File: config.mk
export PLATFORM = sky130hd
export DESIGN_NAME = time_redundant_issue_flat
export DESIGN_NICKNAME = d
export VERILOG_FILES = /design/src/rtl/time_redundant_issue_if.sv /design/src/rtl/time_redundant_issue.sv /design/src/flat_wrapper.sv
export SDC_FILE = /design/constraint.sdc
export NUM_CORES = 1
export LEC_CHECK = 0
export ABC_AREA = 1
export BUFFER_PORTS_ARGS = -buffer_cell sky130_fd_sc_hd__buf_4
export CAP_MARGIN = 10
export CORE_MARGIN = 3
export CORE_UTILIZATION = 48
export CTS_CLUSTER_DIAMETER = 100
export CTS_CLUSTER_SIZE = 16
export DETAILED_ROUTE_END_ITERATION = 8
export MAX_ROUTING_LAYER = met4
export PLACE_DENSITY_LB_ADDON = 0.08
export SLEW_MARGIN = 20
export SYNTH_ARGS = -nofsm -noshare
export SYNTH_HDL_FRONTEND = slang
export SYNTH_SLANG_ARGS = --single-unit
File: constraint.sdc
create_clock -name clk_i -period 1.6 [get_ports clk_i]
set_clock_uncertainty 0.05 [all_clocks]
set_input_delay 0.16 -clock clk_i [delete_from_list [all_inputs] [get_ports clk_i]]
set_output_delay 0.16 -clock clk_i [all_outputs]
set_load 0.05 [all_outputs]
File: src/rtl/time_redundant_issue_if.sv
// +-----------------------------------------------------------------------------+
// | time_redundant_issue_if                                                     |
// | Arbiter-side and voter-side signals of the replication issue stage.         |
// | Rev 1.0                                                                     |
// +-----------------------------------------------------------------------------+
`default_nettype none

interface time_redundant_issue_if #(
    parameter int DataWidth = 32,
    parameter int IdxWidth  = 2,
    parameter int CopyWidth = 2,
    parameter int IdWidth   = 4
);
    logic                 flush_i;
    logic                 valid_i;
    logic                 ready_o;
    logic [DataWidth-1:0] data_i;
    logic [IdxWidth-1:0]  idx_i;
    logic                 lock_o;
    logic                 valid_o;
    logic                 ready_i;
    logic [DataWidth-1:0] data_o;
    logic [IdxWidth-1:0]  idx_o;
    logic [CopyWidth-1:0] copy_o;
    logic [IdWidth-1:0]   id_o;
    logic                 busy_o;

    modport master (
        output flush_i, valid_i, data_i, idx_i, ready_i,
        input  ready_o, lock_o, valid_o, data_o, idx_o, copy_o, id_o, busy_o
    );

    modport slave (
        input  flush_i, valid_i, data_i, idx_i, ready_i,
        output ready_o, lock_o, valid_o, data_o, idx_o, copy_o, id_o, busy_o
    );
endinterface

`default_nettype wire

File: src/rtl/time_redundant_issue.sv
// +-----------------------------------------------------------------------------+
// | time_redundant_issue                                                        |
// | Buffers one arbitrated item and reissues it Repl times with copy/id tags.   |
// | Rev 1.0                                                                     |
// +-----------------------------------------------------------------------------+
`default_nettype none

module time_redundant_issue #(
    parameter int DataWidth = 32,
    parameter int NumIn     = 4,
    parameter int IdxWidth  = (NumIn > 1) ? $clog2(NumIn) : 1,
    parameter int Repl      = 3,
    parameter int CopyWidth = $clog2(Repl),
    parameter int IdWidth   = 4
) (
    input  wire                   clk_i,
    input  wire                   rst_i,
    time_redundant_issue_if.slave bus
);

    if (!(Repl == 2 || Repl == 3)) begin : g_repl_check
        $fatal(1, "time_redundant_issue: Repl must be 2 or 3");
    end

    typedef enum logic [0:0] {
        ST_IDLE  = 1'b0,
        ST_ISSUE = 1'b1
    } state_e;

    state_e               state_q, state_d;
    logic [CopyWidth-1:0] copy_q, copy_d;
    logic [IdWidth-1:0]   id_cnt_q, id_cnt_d;
    logic [DataWidth-1:0] data_q, data_d;
    logic [IdxWidth-1:0]  idx_q, idx_d;
    logic [IdWidth-1:0]   id_q, id_d;

    logic last_copy;
    logic ready;
    logic accept;

    always_comb begin
        state_d  = state_q;
        copy_d   = copy_q;
        id_cnt_d = id_cnt_q;
        data_d   = data_q;
        idx_d    = idx_q;
        id_d     = id_q;

        last_copy = (copy_q == CopyWidth'(Repl - 1));
        // Last-copy handshake frees the buffer, so a new item may load in the same cycle.
        ready  = !rst_i && !bus.flush_i &&
                 ((state_q == ST_IDLE) || (bus.ready_i && last_copy));
        accept = bus.valid_i && ready;

        if (bus.flush_i) begin
            state_d  = ST_IDLE;
            copy_d   = '0;
            id_cnt_d = '0;
        end else if (accept) begin
            state_d  = ST_ISSUE;
            copy_d   = '0;
            data_d   = bus.data_i;
            idx_d    = bus.idx_i;
            id_d     = id_cnt_q;
            id_cnt_d = id_cnt_q + IdWidth'(1);
        end else if ((state_q == ST_ISSUE) && bus.ready_i) begin
            if (last_copy) begin
                state_d = ST_IDLE;
                copy_d  = '0;
            end else begin
                copy_d = copy_q + CopyWidth'(1);
            end
        end
    end

    always_ff @(posedge clk_i) begin
        if (rst_i) begin
            state_q  <= ST_IDLE;
            copy_q   <= '0;
            id_cnt_q <= '0;
            data_q   <= '0;
            idx_q    <= '0;
            id_q     <= '0;
        end else begin
            state_q  <= state_d;
            copy_q   <= copy_d;
            id_cnt_q <= id_cnt_d;
            data_q   <= data_d;
            idx_q    <= idx_d;
            id_q     <= id_d;
        end
    end

    // Outputs are forced to their reset values while reset is held, not only after it.
    always_comb begin
        bus.ready_o = ready;
        bus.lock_o  = !rst_i && ((state_q == ST_ISSUE) || accept);
        bus.valid_o = !rst_i && (state_q == ST_ISSUE);
        bus.busy_o  = !rst_i && (state_q == ST_ISSUE);
        bus.copy_o  = rst_i ? '0 : copy_q;
        bus.data_o  = rst_i ? '0 : data_q;
        bus.idx_o   = rst_i ? '0 : idx_q;
        bus.id_o    = rst_i ? '0 : id_q;
    end

endmodule

`default_nettype wire

File: src/flat_wrapper.sv
// flat-port wrapper written by rule: the top's interface ports become plain ports
module time_redundant_issue_flat 
#(
    parameter int DataWidth = 32,
    parameter int NumIn     = 4,
    parameter int IdxWidth  = (NumIn > 1) ? $clog2(NumIn) : 1,
    parameter int Repl      = 3,
    parameter int CopyWidth = $clog2(Repl),
    parameter int IdWidth   = 4
)
  (clk_i, rst_i, bus_flush_i, bus_valid_i, bus_data_i, bus_idx_i, bus_ready_i, bus_ready_o, bus_lock_o, bus_valid_o, bus_data_o, bus_idx_o, bus_copy_o, bus_id_o, bus_busy_o);
  time_redundant_issue_if #(.DataWidth(DataWidth), .IdxWidth(IdxWidth), .CopyWidth(CopyWidth), .IdWidth(IdWidth)) bus_i ();
  input  wire clk_i;
  input  wire rst_i;
  input wire logic [$bits(bus_i.flush_i)-1:0] bus_flush_i;
  input wire logic [$bits(bus_i.valid_i)-1:0] bus_valid_i;
  input wire logic [$bits(bus_i.data_i)-1:0] bus_data_i;
  input wire logic [$bits(bus_i.idx_i)-1:0] bus_idx_i;
  input wire logic [$bits(bus_i.ready_i)-1:0] bus_ready_i;
  output wire logic [$bits(bus_i.ready_o)-1:0] bus_ready_o;
  output wire logic [$bits(bus_i.lock_o)-1:0] bus_lock_o;
  output wire logic [$bits(bus_i.valid_o)-1:0] bus_valid_o;
  output wire logic [$bits(bus_i.data_o)-1:0] bus_data_o;
  output wire logic [$bits(bus_i.idx_o)-1:0] bus_idx_o;
  output wire logic [$bits(bus_i.copy_o)-1:0] bus_copy_o;
  output wire logic [$bits(bus_i.id_o)-1:0] bus_id_o;
  output wire logic [$bits(bus_i.busy_o)-1:0] bus_busy_o;
  assign bus_i.flush_i = bus_flush_i;
  assign bus_i.valid_i = bus_valid_i;
  assign bus_i.data_i = bus_data_i;
  assign bus_i.idx_i = bus_idx_i;
  assign bus_i.ready_i = bus_ready_i;
  assign bus_ready_o = bus_i.ready_o;
  assign bus_lock_o = bus_i.lock_o;
  assign bus_valid_o = bus_i.valid_o;
  assign bus_data_o = bus_i.data_o;
  assign bus_idx_o = bus_i.idx_o;
  assign bus_copy_o = bus_i.copy_o;
  assign bus_id_o = bus_i.id_o;
  assign bus_busy_o = bus_i.busy_o;
  time_redundant_issue #(.DataWidth(DataWidth), .NumIn(NumIn), .IdxWidth(IdxWidth), .Repl(Repl), .CopyWidth(CopyWidth), .IdWidth(IdWidth)) u_core (.clk_i(clk_i), .rst_i(rst_i), .bus(bus_i));
endmodule
* After elaboration in Yosys (flattened, before gate mapping)
Index checks and enable logic that the tools add are counted. Widths: inputs -> output; s select.
Cells by class: $add $sub $neg 2, multiply operators 0, divide/modulo/power cells 0, order comparisons 0, equality and inequality tests 1, shift operators 0, mux-type cells 8, bitwise operators 2, reduce and logical (&&, ||, !) cells 17
Operator list (number):
- $mux 32 | 1
- $logic_and 1x1->1 | 7
- $mux 2 | 3
- $add 4x1->4 const B | 1
- $mux 4 | 1
- $reduce_and 2->1 | 2
- $reduce_bool 2->1 | 2
- $mux 1 | 3
- $reduce_or 3->1 | 1
- $add 2x1->2 const B | 1
- $eq 2x2->1 const B | 1
- $logic_not 1->1 | 2
- $logic_or 1x1->1 | 2
- $not 1->1 | 2
- $reduce_or 2->1 | 1
Word-level totals: register bits 45, bits in latches 0, bits in writable memories 0, ROM bits 0, bits of input ports 39, output and inout port bits 44, logic and storage cells 36, memories kept 0

* Depth between registers and ports, before layout
Gate-level depths: netlist of run 1.
word-level depth 7, gate-level depth with buffers 8, mapped depth without buffers 7

* Worst setup path after synthesis of run 1
No wires, ideal clock.
path kind input to output, from in rst_i, to out bus_lock_o, data arrival time 1.579 ns, data required time 1.390 ns, slack -0.189 ns, stages on the path 3, buffers on the path 2, path through buf_6 -> clkbuf_1 -> o21ai_0
On the way: word-level cells in the longest chain between the ends 6
Ends and longest elaborated chain:
- start: declaration | line flat_wrapper.sv:14 | input wire rst_i;
- $logic_not 1->1 (*) | line time_redundant_issue.sv:51, time_redundant_issue.sv:97
- $logic_and 1x1->1 (2 in a row) | line time_redundant_issue.sv:51 | ready = !rst_i && !bus.flush_i &&
- $logic_and 1x1->1 | line time_redundant_issue.sv:53 | accept = bus.valid_i && ready;
- $logic_or 1x1->1 | line time_redundant_issue.sv:97 | bus.lock_o = !rst_i && ((state_q == ST_ISSUE) || accept);
- $logic_and 1x1->1 (*) | line time_redundant_issue.sv:97
- end: declaration | line flat_wrapper.sv:21 | output wire logic [$bits(bus_i.lock_o)-1:0] bus_lock_o;
Every way passes the cells marked *; elsewhere a longest branch is shown, timed or not.

* Final worst setup path of run 1
from reg u_core.copy_q[0], to out bus_lock_o
On the way: word-level cells in the longest chain between the ends 7
Ends and longest elaborated chain:
- start: declaration | line time_redundant_issue.sv:31 | logic [CopyWidth-1:0] copy_q, copy_d;
- start signal: assignment | line time_redundant_issue.sv:86 | copy_q <= copy_d;
- $eq 2x2->1 | line time_redundant_issue.sv:49 | last_copy = (copy_q == CopyWidth'(Repl - 1));
- $logic_and 1x1->1 | line time_redundant_issue.sv:52 | ((state_q == ST_IDLE) || (bus.ready_i && last_copy));
- $logic_or 1x1->1 | line time_redundant_issue.sv:52
- $logic_and 1x1->1 | line time_redundant_issue.sv:51
- $logic_and 1x1->1 | line time_redundant_issue.sv:53
- $logic_or 1x1->1 | line time_redundant_issue.sv:97
- $logic_and 1x1->1 | line time_redundant_issue.sv:97
Every way passes these cells.

==> results of run 1 <==
## worst max-delay path, cell delays in order (launching register included)
cell and delay, ns:
dfxtp_1 0.31, inv_2 0.09, nand3_4 0.11, nand2_4 0.10, nand3_4 0.12, o21ai_2 0.09, buf_6 0.17
## final cells by class
cell class,count,area [um^2]
flip-flops and latches,45,902
repair buffers,90,692
clock buffers,7,96.3
well taps,50,62.6
multi-input cells,187,902
fillers,385,1250
inverters,47,176
clock inverters,1,5.00
## per-layer routing
metal | share of wire | vias up
li1 | - | 1054
met1 | 0.45 | 841
met2 | 0.46 | 63
met3 | 0.083 | 5
met4 | 0.012 | 0
met5 | 0 | -
## timing repair
item / in CTS / in global routing
gates cloned: 0 / 0
endpoints found under the setup margin: 1 / 1
hold buffers: 0 / 0
pin swaps: 1 / 0
resized for setup: 4 / 3
## cells in the mapped netlist
cell type and n:
nand4_1 3, nand3_2 11, buf_2 3, inv_2 1
nor2_1 43, buf_6 4, nor2_8 1, a21oi_1 5
clkbuf_1 7, nand2_1 84, o21ai_0 6, a21oi_4 1
dfxtp_1 45, nand2_2 1, buf_8 1, nand3_1 30
inv_1 46, ha_1 1, nor3_1 1, buf_4 4
## where the power goes
| part | internal (uW) | switching [uW] |
|---|---|---|
| registers | 1170 | 13.4 |
| logic | 160 | 274 |
| clock network | 390 | 377 |
## kinds of logic after synthesis
group	after synthesis
AO/OA/AOI/OAI	12
flip-flops	45
adder cells (fa/ha/maj)	1
AND/OR/NAND/NOR	174
buffers and inverters	66
## stage by stage
step	worst slack, ns	instance area [um^2]	TNS, ns	hold slack [ns]	utilization
final	0.108	2840	0	0.0221	0.694
after global routing	0.0318	2840	0	0.0118	0.694
after CTS	0.0138	2830	0	0.0174	0.692
after detailed placement	0.254	2710	0	0.331	0.662
after global placement	0.303	2710	0	0.324	0.662
after floorplan	-0.0498	2080	-0.0498	0.231	-
## sequential cells by signal, summed over array words and instances, names as in the netlist
signal           flops
u_core.data_q       32
u_core.id_cnt_q      4
u_core.id_q          4
u_core.copy_q        2
u_core.idx_q         2
u_core.state_q       1
## path summary, 6_finish.rpt
check	from	depth (start not counted)	end	slack [ns]
min	bus_data_i[15]	3	u_core.data_q[15]	0.02
max reg2reg	u_core.copy_q[0]	6	u_core.id_cnt_q[3]	0.36
max	u_core.copy_q[0]	6	bus_lock_o	0.11
min reg2reg	u_core.id_cnt_q[3]	2	u_core.id_cnt_q[3]	0.45
==> flow_summary.yaml, run 1 <==
power:
  finalPower_uw: 2380
  cellLeakagePower_uw: 0.00141
  power.density_cell_area_nw_per_um2: 841
  vdd_ir_drop_max_mv: 0.645
sta:
  report.final.setup_viol: 0
  slew-limit-headroom: 0.818
  finalMaxSlewViolations: 0
  tightest_slew_ns: 0.273
  final_min_period_over_clock_period: 0.932
  hold_viol_final: 0
  timing.final.crit_period_ns: 1.49
  achievable_freq_mhz: 670
  setup_repair_after_global_routing_missed_its_margin: "false"
synthesis:
  synth.yosys.warnings: 0
  netlist-cell-type-count: 20
  synthTopCellsByArea: "dfxtp_1 43%, nand2_1 15%, inv_1 8.3%"
  syn_inst: 298
  synth_top_family_by_area: "simple AND/OR/NAND/NOR gates"
  synth_sequential_area_ratio: 0.433
  synth-seq-cells: 45
  post_synth_mux_area_share: 0
  syn_area_per_cell_um2: 6.98
  simple_gate_fraction_of_synth_area: 0.378
  post_synth_xor_area_fraction: 0
  synthAdderAreaFrac: 0.00602
  synth-compound-area-share: 0.0343
  synth_area_um2: 2080
  synth_top_cell_area_share: 0.433
  synth_fp_nets: 338
  synth_top_area_cell: "dfxtp_1"
floorplanning:
  core-area_um2: 4090
  floorplan.die_area_um2: 5160
  initial_core_util: 0.509
  placement_rows: 23
  num_io_pins: 83
  die_w_um: 71.8
  die-height_um: 71.8
clock_network:
  cts_htree_levels: 2
  clk_pin_slew_worst_paths_ns: 0.08
  cts_tree: "done"
  ctsLongestPathBuffers: 2
  clock-root-buffer: "clkbuf_8"
  clock_insertion_delay_at_the_later_pin_of_the_skew_report_ns: 0.30
  cts_buffers: 5
  clkSinkCount: 45
  postCtsSetupBuffers: 0
routing:
  vias: 1963
  antenna_violating_nets_left: 0
  routedWlPerCell_um: 10.7
  route.detailed.vias_per_inst: 4.60
  wl_um: 4570
  detail_route.drc_violations: 0
  detail_route.first_pass.iterations: 4
  drt-initial-drc-count: 79
critical_path:
  timing.critical_path.required_ns: 1.39
  arrival_ns: 1.28
  launching_element_type_of_the_critical_path: "register"
  endpoint_kind: "primary output"
  critPathKind: "register to primary output"
  cp_max_fo: 6
grt:
  globalRouteMet1Util: 0.230
  initial_antenna_violation_count: 0
  globalRouteMet2Util: 0.292
  gr-max-usage-layer: "met2"
  grt.overflow.total: 0
  met3_usage: 0.0533
  first_global_vias: 1724
  grt_max_degree: 33
  global_route.usage.total: 0.186
  first_pass_grt_wire_length_um: 7460
place:
  place.gp.congestion: 0.831
  place_hpwl_um: 3310
  dp_cells: 419
  port_buffers: 82
final_layout:
  final-instance-count-excl-fill: 427
  syn_to_final_growth_pct: 36.4
  n_antenna_cell: 0
  layout-drive-gt1-share: 0.313
  layout_common_cells: "88 x buf_4, 84 x nand2_1, 45 x inv_1"
  commonest_non_fill_non_tap_cell_in_the_layout: "buf_4"
  num-nets-final: 416
min_path:
  hold_path.class: "primary input to register"
run:
  max_cap_viols: 0
run_status:
  status: "complete, no violations"
Note: power is estimated with default switching activity, not from simulation.
==> inputs of run 2 (changes only) <==
GPL_TIMING_DRIVEN = 0   (was not set)
==> run 2 against run 1 <==
Net effect: non-clock buffer count up 13; largest cell class unchanged; critical path depth up 1; sequential power about the same; hold slack improved by 0.0099 ns; maximum frequency decreased by 2.0%.
==> flow_summary.yaml, run 2 (synthesis gave the netlist of run 1 again) <==
clock_network:
  clk_pin_slew_worst_paths_ns: 0.08
  cts_hold_fix_bufs: 0
  cts_tree: "done"
  cts_htree_levels: 2
  clock-root-buffer: "clkbuf_8"
  clock_insertion_delay_at_the_later_pin_of_the_skew_report_ns: 0.29
  cts_buffers: 5
  clkSinkCount: 45
  ctsLongestPathBuffers: 2
routing:
  detail_route.drc_violations: 0
  wl_um: 4980
  route.detailed.vias_per_inst: 4.60
  detail_route.first_pass.iterations: 4
  drt-initial-drc-count: 123
  antenna_violating_nets_left: 0
  vias: 2020
  routedWlPerCell_um: 11.4
place:
  place_hpwl_um: 3650
  dp_slack_ns: 0.0348
  port_buffers: 81
  place.gp.congestion: 0.853
final_layout:
  layout-drive-gt1-share: 0.316
  largest_register_ffs: 32
  layout_common_cells: "86 x buf_4, 84 x nand2_1, 45 x inv_1"
  syn_to_final_growth_pct: 39.9
  commonest_non_fill_non_tap_cell_in_the_layout: "buf_4"
  n_antenna_cell: 0
  registers.top_by_ff_count: "u_core.data_q"
  reg_top3: "u_core.data_q x32, u_core.id_cnt_q x4, u_core.id_q x4"
  num-nets-final: 429
grt:
  globalRouteMet2Util: 0.336
  globalRouteMet1Util: 0.265
  initial_antenna_violation_count: 0
  first_global_vias: 1938
  grt_max_degree: 14
  grt.overflow.total: 0
  gr-max-usage-layer: "met2"
  first_pass_grt_wire_length_um: 8510
  global_route.usage.total: 0.208
  met3_usage: 0.0533
sta:
  slew-limit-headroom: 0.629
  hold_viol_final: 0
  achievable_freq_mhz: 657
  report.final.setup_viol: 0
  layout_setup_ws_ns: 0.0780
  finalMaxSlewViolations: 0
  timing.final.crit_period_ns: 1.52
  setup_tns_ns: 0
  final_min_period_over_clock_period: 0.951
  tightest_slew_ns: 0.557
floorplanning:
  initial_core_util: 0.509
  die_w_um: 71.8
  die-height_um: 71.8
  core-area_um2: 4090
  placement_rows: 23
  num_io_pins: 83
  floorplan.die_area_um2: 5160
critical_path:
  timing.critical_path.required_ns: 1.39
  launching_element_type_of_the_critical_path: "register"
  cp_max_fo: 11
  arrival_ns: 1.31
  critPathKind: "register to primary output"
  endpoint_kind: "primary output"
power:
  vdd_ir_drop_max_mv: 0.592
  finalPower_uw: 2440
  cellLeakagePower_uw: 0.00145
  power.density_cell_area_nw_per_um2: 839
min_path:
  hold_path.class: "primary input to register"
run:
  max_cap_viols: 0
run_status:
  status: "complete, no violations"
run 2: changes by cell type in the layout (fill, tap and decap cells not counted), sizes merged:
cell and delta:
bufinv +1, clkbuf +6, buf +5
run 2: final timing paths:
check / start / to / slack (ns) / cells past startpoint
max: u_core.copy_q[0] / bus_lock_o / 0.08 / 7
min: bus_data_i[22] / u_core.data_q[22] / 0.03 / 3
max reg2reg: u_core.copy_q[0] / u_core.data_q[13] / 0.20 / 9
min reg2reg: u_core.id_cnt_q[3] / u_core.id_cnt_q[3] / 0.44 / 2
run 2: area by class of cell:
| cell class | count | area [um^2] |
|---|---|---|
| buffer | 18 | 126 |
| clock buffer | 5 | 68.8 |
| clock inverter | 2 | 35.0 |
| fill | 386 | 1180 |
| inverter | 47 | 176 |
| multi-input combinational | 187 | 890 |
| sequential | 45 | 905 |
| tap | 50 | 62.6 |
| timing repair buffer | 85 | 646 |
run 2: critical path, stage by stage (launching register included):
cell and delay [ns]:
dfxtp_1 0.31, inv_2 0.07, nand3_4 0.08, nand2_2 0.09, nand3_2 0.07, buf_6 0.15, o21ai_2 0.07, buf_6 0.18
run 2: timing repair:
item	CTS	global route
resized for setup	8	2
buffers inserted	4	0
endpoints found under the hold margin	0	0
endpoints found under the setup margin	2	1
run 2: power by group:
| group | total (uW) | leakage, uW | internal (uW) | switching (uW) |
|---|---|---|---|---|
| registers | 1180 | 0.000368 | 1170 | 14.1 |
| logic | 448 | 0.00103 | 167 | 280 |
| clock network | 810 | 0.0000540 | 454 | 356 |
| total | 2440 | 0.00145 | 1790 | 651 |
run 2: per-stage QoR:
step                      cell area [um^2]  cells  hold slack (ns)   util
after global placement                2750    429            0.323  0.674
after detailed placement              2750    429            0.329  0.674
after floorplan                       2080    298            0.231      -
final                                 2910    439           0.0320  0.712
after global routing                  2910    439           0.0324  0.712
after CTS                             2900    439           0.0225  0.710
run 2: layer usage:
layer / vias to the layer above / wire, um
li1: 1079 / -
met1: 871 / 2220
met2: 68 / 2370
met3: 2 / 385
met4: 0 / 15
met5: - / 0
==> inputs of run 3 (changes only) <==
CORE_ASPECT_RATIO = 2   (was not set)
CORE_UTILIZATION = 43   (was 48)
clock period = 1.3 ns   (was 1.6 ns; I/O delays follow)
==> run 3 against run 2 <==
Net effect: the flow now finishes with violations (setup timing); largest cell class is now non-clock buffers; sequential cell count is the same; largest power group unchanged; register-to-register slack worse by 0.30 ns; power grew 21%; hold slack worse by 0.028 ns; clock power up 1%; non-clock buffer count grew 27; core utilization about the same.
==> flow_summary.yaml, run 3 (synthesis gave the netlist of run 1 again) <==
place:
  dp_cells: 434
  port_buffers: 81
  place.gp.congestion: 0.740
  dp_slack_ns: -0.205
  place_hpwl_um: 3680
final_layout:
  syn_to_final_growth_pct: 58.9
  commonest_non_fill_non_tap_cell_in_the_layout: "buf_4"
  num-nets-final: 456
  final-instance-count-excl-fill: 472
  n_antenna_cell: 0
  layout_common_cells: "88 x buf_4, 84 x nand2_1, 44 x inv_1"
  final_core_utilization: 0.712
  reg_top3: "u_core.data_q x32, u_core.id_cnt_q x4, u_core.id_q x4"
  largest_register_ffs: 32
  registers.top_by_ff_count: "u_core.data_q"
  layout-drive-gt1-share: 0.345
clock_network:
  cts_tree: "done"
  cts_htree_levels: 2
  clock-root-buffer: "clkbuf_8"
  ctsLongestPathBuffers: 2
  cts_buffers: 5
  clk_pin_slew_worst_paths_ns: 0.08
  clkSinkCount: 45
  clock_insertion_delay_at_the_later_pin_of_the_skew_report_ns: 0.29
power:
  share_clk_of_total_power: 0.279
  share_comb_of_total_power: 0.227
  vdd_ir_drop_max_mv: 0.669
  power.density_cell_area_nw_per_um2: 890
  netSwitchingPower_uw: 826
  power.sequential.fraction: 0.494
  switching_share: 0.281
  internal_power_uw: 2110
  cellLeakagePower_uw: 0.00161
  finalPower_uw: 2940
sta:
  slew-limit-headroom: 0.679
  setup_repair_after_global_routing_missed_its_margin: "true"
  timing.final.crit_period_ns: 1.54
  achievable_freq_mhz: 649
  tightest_slew_ns: 0.481
  hold_viol_final: 0
  report.final.setup_viol: 28
  layout_setup_ws_ns: -0.240
  finalMaxSlewViolations: 0
  final_min_period_over_clock_period: 1.18
routing:
  wl_um: 5390
  detail_route.first_pass.iterations: 4
  vias: 2175
  route.detailed.vias_per_inst: 4.61
  antenna_violating_nets_left: 0
  routedWlPerCell_um: 11.4
  detail_route.drc_violations: 0
  drt-initial-drc-count: 32
grt:
  global_route.usage.total: 0.199
  initial_antenna_violation_count: 0
  first_global_vias: 1924
  grt_max_degree: 13
  first_pass_grt_wire_length_um: 8460
  grt.overflow.total: 0
min_path:
  min_path_cells: 3
  hold-path-endpoint: "u_core.idx_q[1]"
  hold_crit_start: "bus_idx_i[1]"
  hold_path.class: "primary input to register"
critical_path:
  arrival_ns: 1.36
  worst_r2r_endpoint: "u_core.data_q[16]"
  critPathKind: "register to primary output"
  cp_max_fo: 2
  timing.critical_path.required_ns: 1.12
  reg2regPathDepth: 8
  endpoint_kind: "primary output"
  launching_element_type_of_the_critical_path: "register"
  r2r_slack_ns: -0.10
  timing.rr.start: "u_core.copy_q[0]"
floorplanning:
  initial_core_util: 0.448
  floorplan.die_area_um2: 5760
  die_w_um: 55.2
  core-area_um2: 4640
  die-height_um: 104
  placement_rows: 35
  num_io_pins: 83
run_status:
  failed_checks: "setup timing"
  status: "finished with violations"
run:
  max_cap_viols: 0
-- run 3: cell count changes in the layout (fill, tap and decap cells not counted), sizes merged --
cell         delta
bufbuf          +1
dlygate4sd3    +15
clkinv          -1
clkbuf          +2
buf            +12
bufinv          -1
-- run 3: area by class of cell --
class	instances	area, um^2
fillers	395	1340
repair buffers	113	991
multi-input cells	187	926
flip-flops and latches	45	910
inverters	47	176
plain buffers	17	153
clock buffers	8	80.1
well taps	55	68.8
-- run 3: worst max path at each step --
stage | startpoint | end | slack, ns | cells past startpoint
after floorplan | rst_i | u_core.data_q[19] | -0.17 | 5
after global placement | u_core.copy_q[1] | bus_lock_o | -0.20 | 7
after detailed placement | u_core.copy_q[0] | bus_lock_o | -0.21 | 8
after CTS | u_core.copy_q[0] | bus_lock_o | -0.25 | 8
after global routing | u_core.copy_q[0] | bus_lock_o | -0.31 | 8
final | u_core.copy_q[0] | bus_lock_o | -0.24 | 8
-- run 3: metrics by stage --
| step | area [um^2] | hold slack (ns) | TNS (ns) |
|---|---|---|---|
| floorplan | 2090 | 0.201 | -6.73 |
| global placement | 2770 | 0.293 | -1.49 |
| detailed placement | 2770 | 0.300 | -1.73 |
| CTS | 3230 | 0.000412 | -1.86 |
| global route | 3300 | 0.00826 | -4.47 |
| finish | 3300 | 0.00368 | -2.11 |
-- run 3: repair_timing --
action / 4_1_cts / 5_1_grt
setup endpoints to repair: 40 / 49
endpoints found under the hold margin: 15 / 0
gates cloned: 1 / 1
pin swaps: 2 / 5
setup buffers: 14 / 3
hold buffers: 15 / 0
resized for setup: 25 / 12
-- run 3: power groups by stage --
| stage | Combinational (uW) | Clock [uW] | Sequential, uW |
|---|---|---|---|
| 6_report | 667 | 822 | 1450 |
| 3_5_place_dp | 550 | 0 | 1490 |
| 5_1_grt | 719 | 906 | 1460 |
| 2_1_floorplan | 347 | 0 | 1480 |
| 4_1_cts | 652 | 847 | 1450 |
| 3_3_place_gp | 548 | 0 | 1490 |
-- run 3: critical path, cell delays in order (launching register included) --
cell and delay [ns]:
dfxtp_2 0.32, inv_2 0.07, nand3_4 0.07, nand2_4 0.08, nand3_4 0.07, buf_6 0.12
buf_8 0.11, o21ai_4 0.05, buf_6 0.17
-- run 3: per-layer routing --
metal  wire length (um)  global-route usage
met5                  0                   -
met4                 91              0.0696
met1               2060               0.222
met3                310              0.0344
met2               2930               0.337
